[config.mk]
export PLATFORM = sky130hd
export DESIGN_NAME = fifo_rd_stream_flat
export DESIGN_NICKNAME = d
export VERILOG_FILES = /design/src/rtl/fifo_pkg.sv /design/src/rtl/fifo_rd_stream_if.sv /design/src/rtl/rd_skid_buf2.sv /design/src/rtl/fifo_rd_stream.sv /design/src/flat_wrapper.sv
export SDC_FILE = /design/constraint.sdc
export NUM_CORES = 1
export LEC_CHECK = 0
export ABC_AREA = 1
export CAP_MARGIN = 10
export CORE_UTILIZATION = 40
export CTS_BUF_LIST = sky130_fd_sc_hd__clkbuf_8
export DETAILED_ROUTE_END_ITERATION = 6
export DONT_BUFFER_PORTS = 1
export SLEW_MARGIN = 40
export SYNTH_ARGS = -nofsm -noshare
export SYNTH_HDL_FRONTEND = slang
export SYNTH_SLANG_ARGS = --single-unit
[constraint.sdc]
create_clock -name rd_clk -period 3.7 [get_ports rd_clk]
set_input_delay 1.11 -clock rd_clk [delete_from_list [all_inputs] [get_ports rd_clk]]
set_output_delay 1.11 -clock rd_clk [all_outputs]
set_load 0.05 [all_outputs]
[src/rtl/fifo_pkg.sv]
// Shared types for the async-FIFO read-side stream adapter.
package fifo_pkg;

  localparam int WIDTH_DEF = 8;

  typedef logic [1:0] occ_t;

  typedef enum logic {
    RUN,
    DRAIN
  } state_t;

endpackage

[src/rtl/fifo_rd_stream_if.sv]
// Valid/ready stream presented by the FIFO read adapter.
interface fifo_rd_stream_if #(
  parameter int WIDTH = 8
);
  logic [WIDTH-1:0] m_data;
  logic             m_valid;
  logic             m_ready;

  modport master (output m_data, output m_valid, input m_ready);
  modport slave  (input m_data, input m_valid, output m_ready);
endinterface

[src/rtl/rd_skid_buf2.sv]
// Two-entry register FIFO; entry 0 is always the head, so the head only moves on pop.
module rd_skid_buf2
  import fifo_pkg::*;
#(
  parameter int WIDTH = WIDTH_DEF
) (
  input  logic             rd_clk,
  input  logic             reset,
  input  logic             clear,
  input  logic             push,
  input  logic [WIDTH-1:0] push_data,
  input  logic             pop,
  output occ_t             occ,
  output logic [WIDTH-1:0] head_data
);

  logic [WIDTH-1:0] entry_reg [2];
  occ_t             occ_reg;

  always_ff @(posedge rd_clk) begin
    if (reset) begin
      occ_reg     <= '0;
      entry_reg[0] <= '0;
      entry_reg[1] <= '0;
    end else if (clear) begin
      occ_reg <= '0;
    end else begin
      unique case ({push, pop})
        2'b10: begin
          if (occ_reg == 2'd0) entry_reg[0] <= push_data;
          else                 entry_reg[1] <= push_data;
          occ_reg <= occ_reg + 2'd1;
        end
        2'b01: begin
          entry_reg[0] <= entry_reg[1];
          occ_reg      <= occ_reg - 2'd1;
        end
        2'b11: begin
          // Occupancy is unchanged; the new word lands behind whatever stays.
          if (occ_reg == 2'd1) begin
            entry_reg[0] <= push_data;
          end else begin
            entry_reg[0] <= entry_reg[1];
            entry_reg[1] <= push_data;
          end
        end
        default: ;
      endcase
    end
  end

  assign occ       = occ_reg;
  assign head_data = entry_reg[0];

  no_capture_when_full: assert property (@(posedge rd_clk) disable iff (reset)
    !(push && !clear && occ_reg == 2'd2));

endmodule

[src/rtl/fifo_rd_stream.sv]
// Pops the async FIFO with one-cycle read latency and re-presents words as a
// bubble-free valid/ready stream through a 2-entry buffer.
module fifo_rd_stream
  import fifo_pkg::*;
#(
  parameter int WIDTH = WIDTH_DEF,
  parameter int CNT_W = 16
) (
  input  logic               rd_clk,
  input  logic               reset,
  output logic               fifo_rd_en,
  input  logic               fifo_rd_empty,
  input  logic [WIDTH-1:0]   fifo_data_out,
  input  logic               flush,
  fifo_rd_stream_if.master   m,
  output logic [CNT_W-1:0]   word_cnt,
  output logic               busy
);

  occ_t             occ;
  occ_t             occ_next_free;
  logic [2:0]       credit_used;
  logic [WIDTH-1:0] head_data;
  logic             pop;
  logic             push;
  logic             inflight_reg;
  state_t           state_reg;
  logic [CNT_W-1:0] word_cnt_reg;

  assign m.m_valid = (occ != 2'd0);
  assign m.m_data  = head_data;
  assign pop       = m.m_valid & m.m_ready;

  // A slot freed by this cycle's handshake can already be claimed by a new read.
  assign occ_next_free = occ - {1'b0, pop};
  assign credit_used   = {1'b0, occ_next_free} + {2'b00, inflight_reg};
  assign fifo_rd_en    = !reset && !flush && !fifo_rd_empty && (credit_used < 3'd2);

  assign push = inflight_reg && !flush && (state_reg == RUN);

  rd_skid_buf2 #(.WIDTH(WIDTH)) u_buf (
    .rd_clk    (rd_clk),
    .reset     (reset),
    .clear     (flush),
    .push      (push),
    .push_data (fifo_data_out),
    .pop       (pop),
    .occ       (occ),
    .head_data (head_data)
  );

  always_ff @(posedge rd_clk) begin
    if (reset) begin
      inflight_reg <= 1'b0;
      state_reg    <= RUN;
      word_cnt_reg <= '0;
    end else begin
      inflight_reg <= fifo_rd_en;
      word_cnt_reg <= word_cnt_reg + CNT_W'(pop);
      unique case (state_reg)
        RUN:     if (flush) state_reg <= DRAIN;
        DRAIN:   if (!flush) state_reg <= RUN;
        default: state_reg <= RUN;
      endcase
    end
  end

  assign word_cnt = word_cnt_reg;
  assign busy     = (occ != 2'd0) | inflight_reg;

endmodule

[src/flat_wrapper.sv]
// flat-port wrapper written by rule: the top's interface ports become plain ports
module fifo_rd_stream_flat import fifo_pkg::*;
#(
  parameter int WIDTH = WIDTH_DEF,
  parameter int CNT_W = 16
)
  (rd_clk, reset, fifo_rd_en, fifo_rd_empty, fifo_data_out, flush, word_cnt, busy, m_m_data, m_m_valid, m_m_ready);
  fifo_rd_stream_if #(.WIDTH(WIDTH)) m_i ();
  input  logic rd_clk;
  input  logic reset;
  output logic fifo_rd_en;
  input  logic fifo_rd_empty;
  input  logic [WIDTH-1:0] fifo_data_out;
  input  logic flush;
  output logic [CNT_W-1:0] word_cnt;
  output logic busy;
  output wire logic [$bits(m_i.m_data)-1:0] m_m_data;
  output wire logic [$bits(m_i.m_valid)-1:0] m_m_valid;
  input wire logic [$bits(m_i.m_ready)-1:0] m_m_ready;
  assign m_m_data = m_i.m_data;
  assign m_m_valid = m_i.m_valid;
  assign m_i.m_ready = m_m_ready;
  fifo_rd_stream #(.WIDTH(WIDTH), .CNT_W(CNT_W)) u_core (.rd_clk(rd_clk), .reset(reset), .fifo_rd_en(fifo_rd_en), .fifo_rd_empty(fifo_rd_empty), .fifo_data_out(fifo_data_out), .flush(flush), .m(m_i), .word_cnt(word_cnt), .busy(busy));
endmodule
==> reports/results.ini, run 1 <==
[min_path]
min_delay_worst_endpoint = u_core.u_buf.occ[0]
hold_class = flop to flop
whs_path_depth = 2
min_from = u_core.u_buf.occ[0]

[global_route]
met3_usage_pct = 6.35
grt_pass1_wl_mm = 6.84
grtUsageTotal_pct = 17.1
top_usage_layer = met2
grt_pass1_vias = 1451
antenna_found_initial = 0
grt.met1_usage_pct = 22.1
grt_overflow = 0
grt_max_degree = 18
met2_usage_pct = 25.9

[place]
place_area_sq_um = 2020
gp_congestion = 0.751
port_buffers = 0
post-dp-hpwl_mm = 2.85
place_worst_setup_slack_ns = 0.609

[floorplan]
rows = 25
io_pins = 40
die_area_sq_um = 5280
die_x_um = 72.6
start_util_pct = 42.0
core-area_sq_um = 4750
dieHeight_um = 72.6

[worst_setup_path]
max_stage_delay_ns = 0.37
cp-end-kind = output port
crit_path_frequent_cell = inv_2
arrival_ns = 2.09
critPathLaunchType = flop
crit_type = flop to output port
reg2reg_to = u_core.u_buf.entry_reg[0][2]
worstRegToRegCells = 11
r2r-start = u_core.u_buf.occ[0]
cp.depth = 9
slowest_stage = dfxtp_1
critical_path.cell_chain = inv_1 -> ha_1 -> inv_2 -> nand2_4 -> inv_2 -> nand2_1 -> o21ai_0 -> nor3b_2 -> buf_4
crit_fanout = 4
critPathBufInv = 4
crit_required_ns = 2.59
cpLargestDelayFamily = buffers and inverters
worst-r2r-setup-slack_ns = 1.15

[cells_and_area]
post-route-util_pct = 44.6
nNetsFinal = 259
drive_above_1_share_pct = 16.9
diodes = 0
final_area_sq_um = 2120
area_growth_pct = 6.21

[yosys]
ys_warn_count = 0
async_flop_share_pct = 0
synth_ff_type = dfxtp_1
synth.most_common_cell = nand2_1
synth_top_area_share_pct = 24.1
synthTopCellsByCount = nand2_1, inv_1, nand3_1, nor2_1, dfxtp_1
syn-num-nets = 261
yosys-top-cells-area = edfxtp_1, dfxtp_1, nand2_1
synth_area_sq_um = 2000
synth_edf_count = 16
postSynthCellCount = 243
synth.avg_cell_area_sq_um = 8.21
synth.largest_area_cell = edfxtp_1
yosysSeqAreaShare_pct = 44.1
ys_seq_elements = 36
ys_types = 34

[pwr]
p_per_area_nw_per_um2 = 365
leakage_nw = 0.901
ir_drop_v = 0.000147
power.total_uw = 773

[routing]
drt_wl_total_mm = 3.99
vias = 1503
detail_route.vias_per_cell = 4.86
drtIter0Drc = 83
first_pass_iters = 4
drc = 0
postRouteAntennaNets = 0
wl_per_cell_um = 12.9

[timing]
fin_worst_skew_ns = 0.00689
tightest_slew_ns = 0.646
final-max-slew-violation-count = 0
min_period_ns = 3.20
post-route-period-util_pct = 86.5
rsz0062_at_grt = no
fmax_mhz = 313
relSlewSlack_pct = 56.9
finalSetupTns_ns = 0
hold_viol_final = 0
final.setup.worst_slack_ns = 0.500
finalSetupViolations = 0

[clocking]
clk_latency_ns = 0.29
clockBufferDepth = 2
clkSinkCount = 36
path_clk_slew_ns = 0.07
cts_root_buf = clkbuf_8
cts_tree = built
hold_buffers = 0
cts_setup_buffers = 0
cts_inserted_buffers = 5
htree_levels = 2
ctsResizeCount = 0

[outcome]
status = finished, final reports clean

[job]
drv_cap = 0

==> cell type report <==
cell class / instances / area, sq um
clock buffers: 6 / 82.6
clock inverters: 2 / 10.0
fillers: 509 / 2640
inverters: 36 / 140
multi-input cells: 160 / 910
flip-flops and latches: 36 / 881
well taps: 67 / 83.8
repair buffers: 2 / 12.5
==> worst reg2reg max path: stages, from the launching register on <==
cell	delay [ns]
dfxtp_1	0.37
inv_1	0.09
ha_1	0.23
inv_2	0.27
nand2_4	0.13
inv_2	0.10
ha_1	0.20
nand2_2	0.11
nand2_8	0.16
inv_6	0.07
o211ai_1	0.25
clkbuf_2	0.27
==> where the power goes <==
| part | internal (mW) | switching [mW] |
|---|---|---|
| sequential | 0.424 | 0.0192 |
| combinational | 0.0105 | 0.0311 |
| clock | 0.149 | 0.140 |
==> per-layer routing <==
metal  wire length, um  part of all wire (%)  vias up
met5                 0                     0        -
met4                30                  0.75        0
met3               279                   7.0        2
met2              1820                    45       33
met1              1870                    47      685
li1                  -                     -      783
==> how the worst max path moves through the flow <==
stage	startpoint	end
floorplan	flush	fifo_rd_en
global placement	flush	fifo_rd_en
detailed placement	flush	fifo_rd_en
CTS	u_core.u_buf.occ[0]	fifo_rd_en
global route	u_core.u_buf.occ[0]	fifo_rd_en
finish	u_core.u_buf.occ[0]	fifo_rd_en
==> layout by cell type (no fill, tap or decap) <==
master    instances
a21oi_1          10
a31oi_1           1
and2_1            1
and2b_1           1
buf_4             1
clkbuf_2          1
clkbuf_8          6
clkinv_2          2
dfxtp_1          20
edfxtp_1         16
ha_1              5
inv_1            30
inv_2             5
inv_6             1
nand2_1          48
nand2_2           1
nand2_4           2
nand2_8           1
nand3_1          21
nand3_2           2
nand3_4           1
nand4_1          11
nor2_1           21
nor2_2           13
nor2_8            2
nor3_1            2
nor3_2            1
nor3b_1           1
nor3b_2           1
o211ai_1          2
o21ai_0           5
o21ai_2           1
or2_0             2
xnor2_1           1
xor2_1            3
==> logic make-up after synthesis <==
family,share of synthesized area (%)
compound gates,5.08
xor+xnor,1.76
fa+ha+maj,3.13
buf+inv,10.7
flops,44.1
simple gates,35.2
==> per-stage QoR <==
step	instances	hold slack, ns
3_3_place_gp	300	0.551
3_5_place_dp	300	0.550
6_report	309	0.557
2_1_floorplan	243	0.504
4_1_cts	308	0.563
5_1_grt	309	0.600
No activity file was read; power rests on OpenSTA's default activity.
==> run 2, diff against run 1 <==
--- a/config.mk
+++ b/config.mk
@@ -6,7 +6,7 @@
 export NUM_CORES = 1
 export LEC_CHECK = 0
 export ABC_AREA = 1
-export CAP_MARGIN = 10
+export CAP_MARGIN = 20
 export CORE_UTILIZATION = 40
 export CTS_BUF_LIST = sky130_fd_sc_hd__clkbuf_8
 export DETAILED_ROUTE_END_ITERATION = 6
==> constraint.sdc (replaced) <==
create_clock -name rd_clk -period 3.35 [get_ports rd_clk]
set_input_delay 0.67 -clock rd_clk [delete_from_list [all_inputs] [get_ports rd_clk]]
set_output_delay 0.67 -clock rd_clk [all_outputs]
set_load 0.05 [all_outputs]
==> run 2 against run 1 <==
  * Via count down 1.0%
  * First-iteration DRC count down 19%
  * Sequential cell count is the same
  * Die area is the same
  * Largest cell class unchanged
==> reports/results.ini, run 2 (same netlist as run 1, synthesis figures left out) <==
[outcome]
status = finished, final reports clean

[worst_setup_path]
cp-end-kind = output port
crit_required_ns = 2.68
crit_fanout = 4
arrival_ns = 2.08
crit_type = flop to output port
critPathLaunchType = flop

[timing]
fmax_mhz = 364
final-max-slew-violation-count = 0
finalSetupViolations = 0
hold_viol_final = 0
min_period_ns = 2.75
fin_worst_skew_ns = 0.00509
finalSetupTns_ns = 0
hold-worst-slack_ns = 0.438
post-route-period-util_pct = 82.0
relSlewSlack_pct = 47.2
tightest_slew_ns = 0.787
rsz0062_at_grt = no

[clocking]
clkSinkCount = 36
clk_latency_ns = 0.29
htree_levels = 2
ctsResizeCount = 0
clockBufferDepth = 2
cts_inserted_buffers = 5
cts_tree = built
hold_buffers = 0
path_clk_slew_ns = 0.08
cts_setup_buffers = 0
cts_root_buf = clkbuf_8

[pwr]
switching_share_pct = 24.8
comb_power_share_pct = 5.3
internal-power_uw = 645
ir_drop_v = 0.000179
clkPwrFrac_pct = 37.6
p_per_area_nw_per_um2 = 406
leakage_nw = 0.902
p_seq_share_pct = 57.1
switchingPower_uw = 213

[cells_and_area]
fillers = 491
area_growth_pct = 6.02
final_area_sq_um = 2120
diodes = 0
layout.cells.most_common = nand2_1
final_cell_mix = nand2_1, inv_1, nand3_1, nor2_1, dfxtp_1
drive_above_1_share_pct = 16.1
nNetsFinal = 259

[min_path]
hold_class = primary input to flop

[global_route]
grt_overflow = 0
antenna_found_initial = 0
grt_pass1_wl_mm = 6.43
grtUsageTotal_pct = 16.3
grt_max_degree = 18
grt_pass1_vias = 1411

[place]
place_area_sq_um = 2020
gp_congestion = 0.765
post-dp-hpwl_mm = 2.84
port_buffers = 0

[routing]
drtIter0Drc = 67
drc = 0
detail_route.vias_per_cell = 4.82
vias = 1488
first_pass_iters = 4
drt_wl_total_mm = 3.83
postRouteAntennaNets = 0
wl_per_cell_um = 12.4

[floorplan]
die_x_um = 72.6
die_area_sq_um = 5280
rows = 25
io_pins = 40
dieHeight_um = 72.6
start_util_pct = 42.0
core-area_sq_um = 4750

[job]
drv_cap = 0

run 2: changes by cell type in the layout (fill, tap and decap cells not counted), sizes merged:
cell | previous run | this run
inv | 36 | 38
clkinv | 2 | 0
run 2: layer usage:
layer / routed length [um] / track usage, %
met5: 0 / 0
met3: 232 / 5.66
met1: 1770 / 20.0
met2: 1750 / 26.0
met4: 69 / 7.41
run 2: cell type report:
cell class / count / area [sq um] / area share, %
Sequential cell: 36 / 881 / 41.6
Tap cell: 67 / 83.8 / 3.96
Clock buffer: 6 / 82.6 / 3.90
Timing Repair Buffer: 2 / 12.5 / 0.591
Clock inverter: 2 / 10.0 / 0.473
Inverter: 36 / 140 / 6.62
Multi-Input combinational cell: 160 / 906 / 42.8
run 2: stage by stage:
stage | utilization, % | setup slack (ns) | power, mW | std cells
global route | 44.5 | 0.438 | 0.894 | 309
floorplan | - | 0.238 | 0.543 | 243
CTS | 44.4 | 0.571 | 0.869 | 308
detailed placement | 42.4 | 0.905 | 0.546 | 300
global placement | 42.4 | 0.944 | 0.545 | 300
finish | 44.5 | 0.604 | 0.858 | 309
run 2: final timing paths:
| path | startpoint | end | slack [ns] | cells after the start |
|---|---|---|---|---|
| max | u_core.u_buf.occ[0] | fifo_rd_en | 0.60 | 9 |
| min | reset | u_core.word_cnt[8] | 0.44 | 1 |
| max reg2reg | u_core.u_buf.occ[0] | u_core.u_buf.entry_reg[0][2] | 0.91 | 11 |
| min reg2reg | u_core.u_buf.occ[0] | u_core.u_buf.occ[0] | 0.55 | 2 |
run 2: power by group through the flow:
stage / sequential [mW] / clock, mW / combinational, mW
global route: 0.491 / 0.353 / 0.0506
CTS: 0.490 / 0.333 / 0.0456
floorplan: 0.482 / 0 / 0.0613
finish: 0.490 / 0.323 / 0.0455
detailed placement: 0.500 / 0 / 0.0454
global placement: 0.500 / 0 / 0.0451
run 2: critical path, stage by stage, from the launching register on:
cell and delay [ns]:
dfxtp_1 0.35, inv_1 0.08, ha_1 0.24, inv_2 0.27
nand2_4 0.13, inv_2 0.09, nand2_1 0.08, o21ai_0 0.26
nor3b_2 0.08, buf_4 0.20
==> run 3, diff against run 2 <==
==> constraint.sdc (replaced) <==
create_clock -name rd_clk -period 2.3 [get_ports rd_clk]
set_input_delay 0.46 -clock rd_clk [delete_from_list [all_inputs] [get_ports rd_clk]]
set_output_delay 0.46 -clock rd_clk [all_outputs]
set_load 0.05 [all_outputs]
==> run 3 against run 2 <==
  * Non-clock buffer count is 17 higher
  * Sequential share of layout area is 3.0 points lower
  * Combinational power is 70% higher
  * Critical path type unchanged
  * Highest routed layer unchanged
==> reports/results.ini, run 3 (same netlist as run 1, synthesis figures left out) <==
[outcome]
status = finished, final reports clean

[clocking]
hold_buffers = 0
cts_tree = built
htree_levels = 2
cts_root_buf = clkbuf_8
path_clk_slew_ns = 0.07
clk_latency_ns = 0.29
cts_inserted_buffers = 5
clkSinkCount = 36
clockBufferDepth = 2

[place]
placed_cells = 316
place_worst_setup_slack_ns = 0.110
post-dp-hpwl_mm = 3.02
place_area_sq_um = 2160
port_buffers = 0
gp_congestion = 0.804

[worst_setup_path]
crit_path_frequent_cell = inv_2
critical_path.cell_chain = inv_2 -> ha_4 -> inv_2 -> nand2_4 -> inv_4 -> nand2_2 -> a21oi_2 -> nor3b_4 -> buf_12
critPathLaunchType = flop
max_stage_delay_ns = 0.35
critPathBufInv = 4
cp-end-kind = output port
slowest_stage = dfxtp_2
arrival_ns = 1.72
cpLargestDelayFamily = simple AND/OR/NAND/NOR gates
crit_required_ns = 1.84
crit_type = flop to output port
crit_fanout = 4

[pwr]
p_per_area_nw_per_um2 = 549
ir_drop_v = 0.000278
leakage_nw = 0.999
power.total_mw = 1.25

[cells_and_area]
area_growth_pct = 14.5
diodes = 0
stdcell_count = 326
post-route-util_pct = 48.1
drive_above_1_share_pct = 24.7
final_cell_mix = nand2_1, inv_1, nand3_1, nor2_1, dfxtp_1
nNetsFinal = 276
final_area_sq_um = 2290
layout.cells.most_common = nand2_1

[global_route]
grtUsageTotal_pct = 17.2
grt_pass1_vias = 1498
grt_pass1_wl_mm = 6.87
grt_max_degree = 18
grt_overflow = 0
antenna_found_initial = 0

[routing]
routed-wl-met2_mm = 1.88
vias = 1538
detail_route.vias_per_cell = 4.72
routed.top_layer = met4
postRouteAntennaNets = 0
drtIter0Drc = 42
wl_per_cell_um = 12.7
first_pass_iters = 4
drc = 0
drt_wl_total_mm = 4.14
met1Wirelength_mm = 1.93
met3_length_um = 257

[timing]
finalSetupViolations = 0
hold-worst-slack_ns = 0.228
min_period_ns = 2.18
rsz0062_at_grt = no
final.setup.worst_slack_ns = 0.123
fmax_mhz = 459
finalSetupTns_ns = 0
hold_viol_final = 0
tightest_slew_ns = 0.740
relSlewSlack_pct = 50.4
final-max-slew-violation-count = 0
fin_worst_skew_ns = 0.00770
post-route-period-util_pct = 94.7

[floorplan]
start_util_pct = 42.0
dieHeight_um = 72.6
die_area_sq_um = 5280
core-area_sq_um = 4750
rows = 25
die_x_um = 72.6
io_pins = 40

[job]
drv_cap = 0

[min_path]
hold_class = primary input to flop

## run 3: final cells by class
cell class | instances | area [sq um]
tap | 67 | 83.8
inverter | 36 | 143
multi-input combinational | 160 | 931
timing repair buffer | 19 | 153
clock inverter | 2 | 10.0
sequential | 36 | 883
clock buffer | 6 | 82.6
fill | 504 | 2470
## run 3: metal layers
layer  vias up  global-route usage (%)
li1        813                       -
met1       690                    21.9
met2        29                    26.0
met3         6                    6.63
met4         0                    7.19
met5         -                       0
## run 3: power by group
part           switching [mW]  total, mW  internal [mW]
Clock                   0.226      0.465          0.239
Sequential             0.0290      0.712          0.683
Combinational          0.0541     0.0773         0.0233
Total                   0.309       1.25          0.945
## run 3: what timing repair did
action | CTS | global route
setup buffers | 0 | 1
pin swaps | 0 | 3
endpoints found under the setup margin | 1 | 11
gates resized for setup | 3 | 7
## run 3: worst paths after layout
check                      startpoint  cells past startpoint  slack, ns                            end
setup / recovery  u_core.u_buf.occ[0]                      9       0.12                     fifo_rd_en
hold / removal                  reset                      1       0.23            u_core.word_cnt[13]
hold reg to reg   u_core.word_cnt[10]                      2       0.49            u_core.word_cnt[10]
setup reg to reg  u_core.u_buf.occ[0]                     11       0.16  u_core.u_buf.entry_reg[0][15]
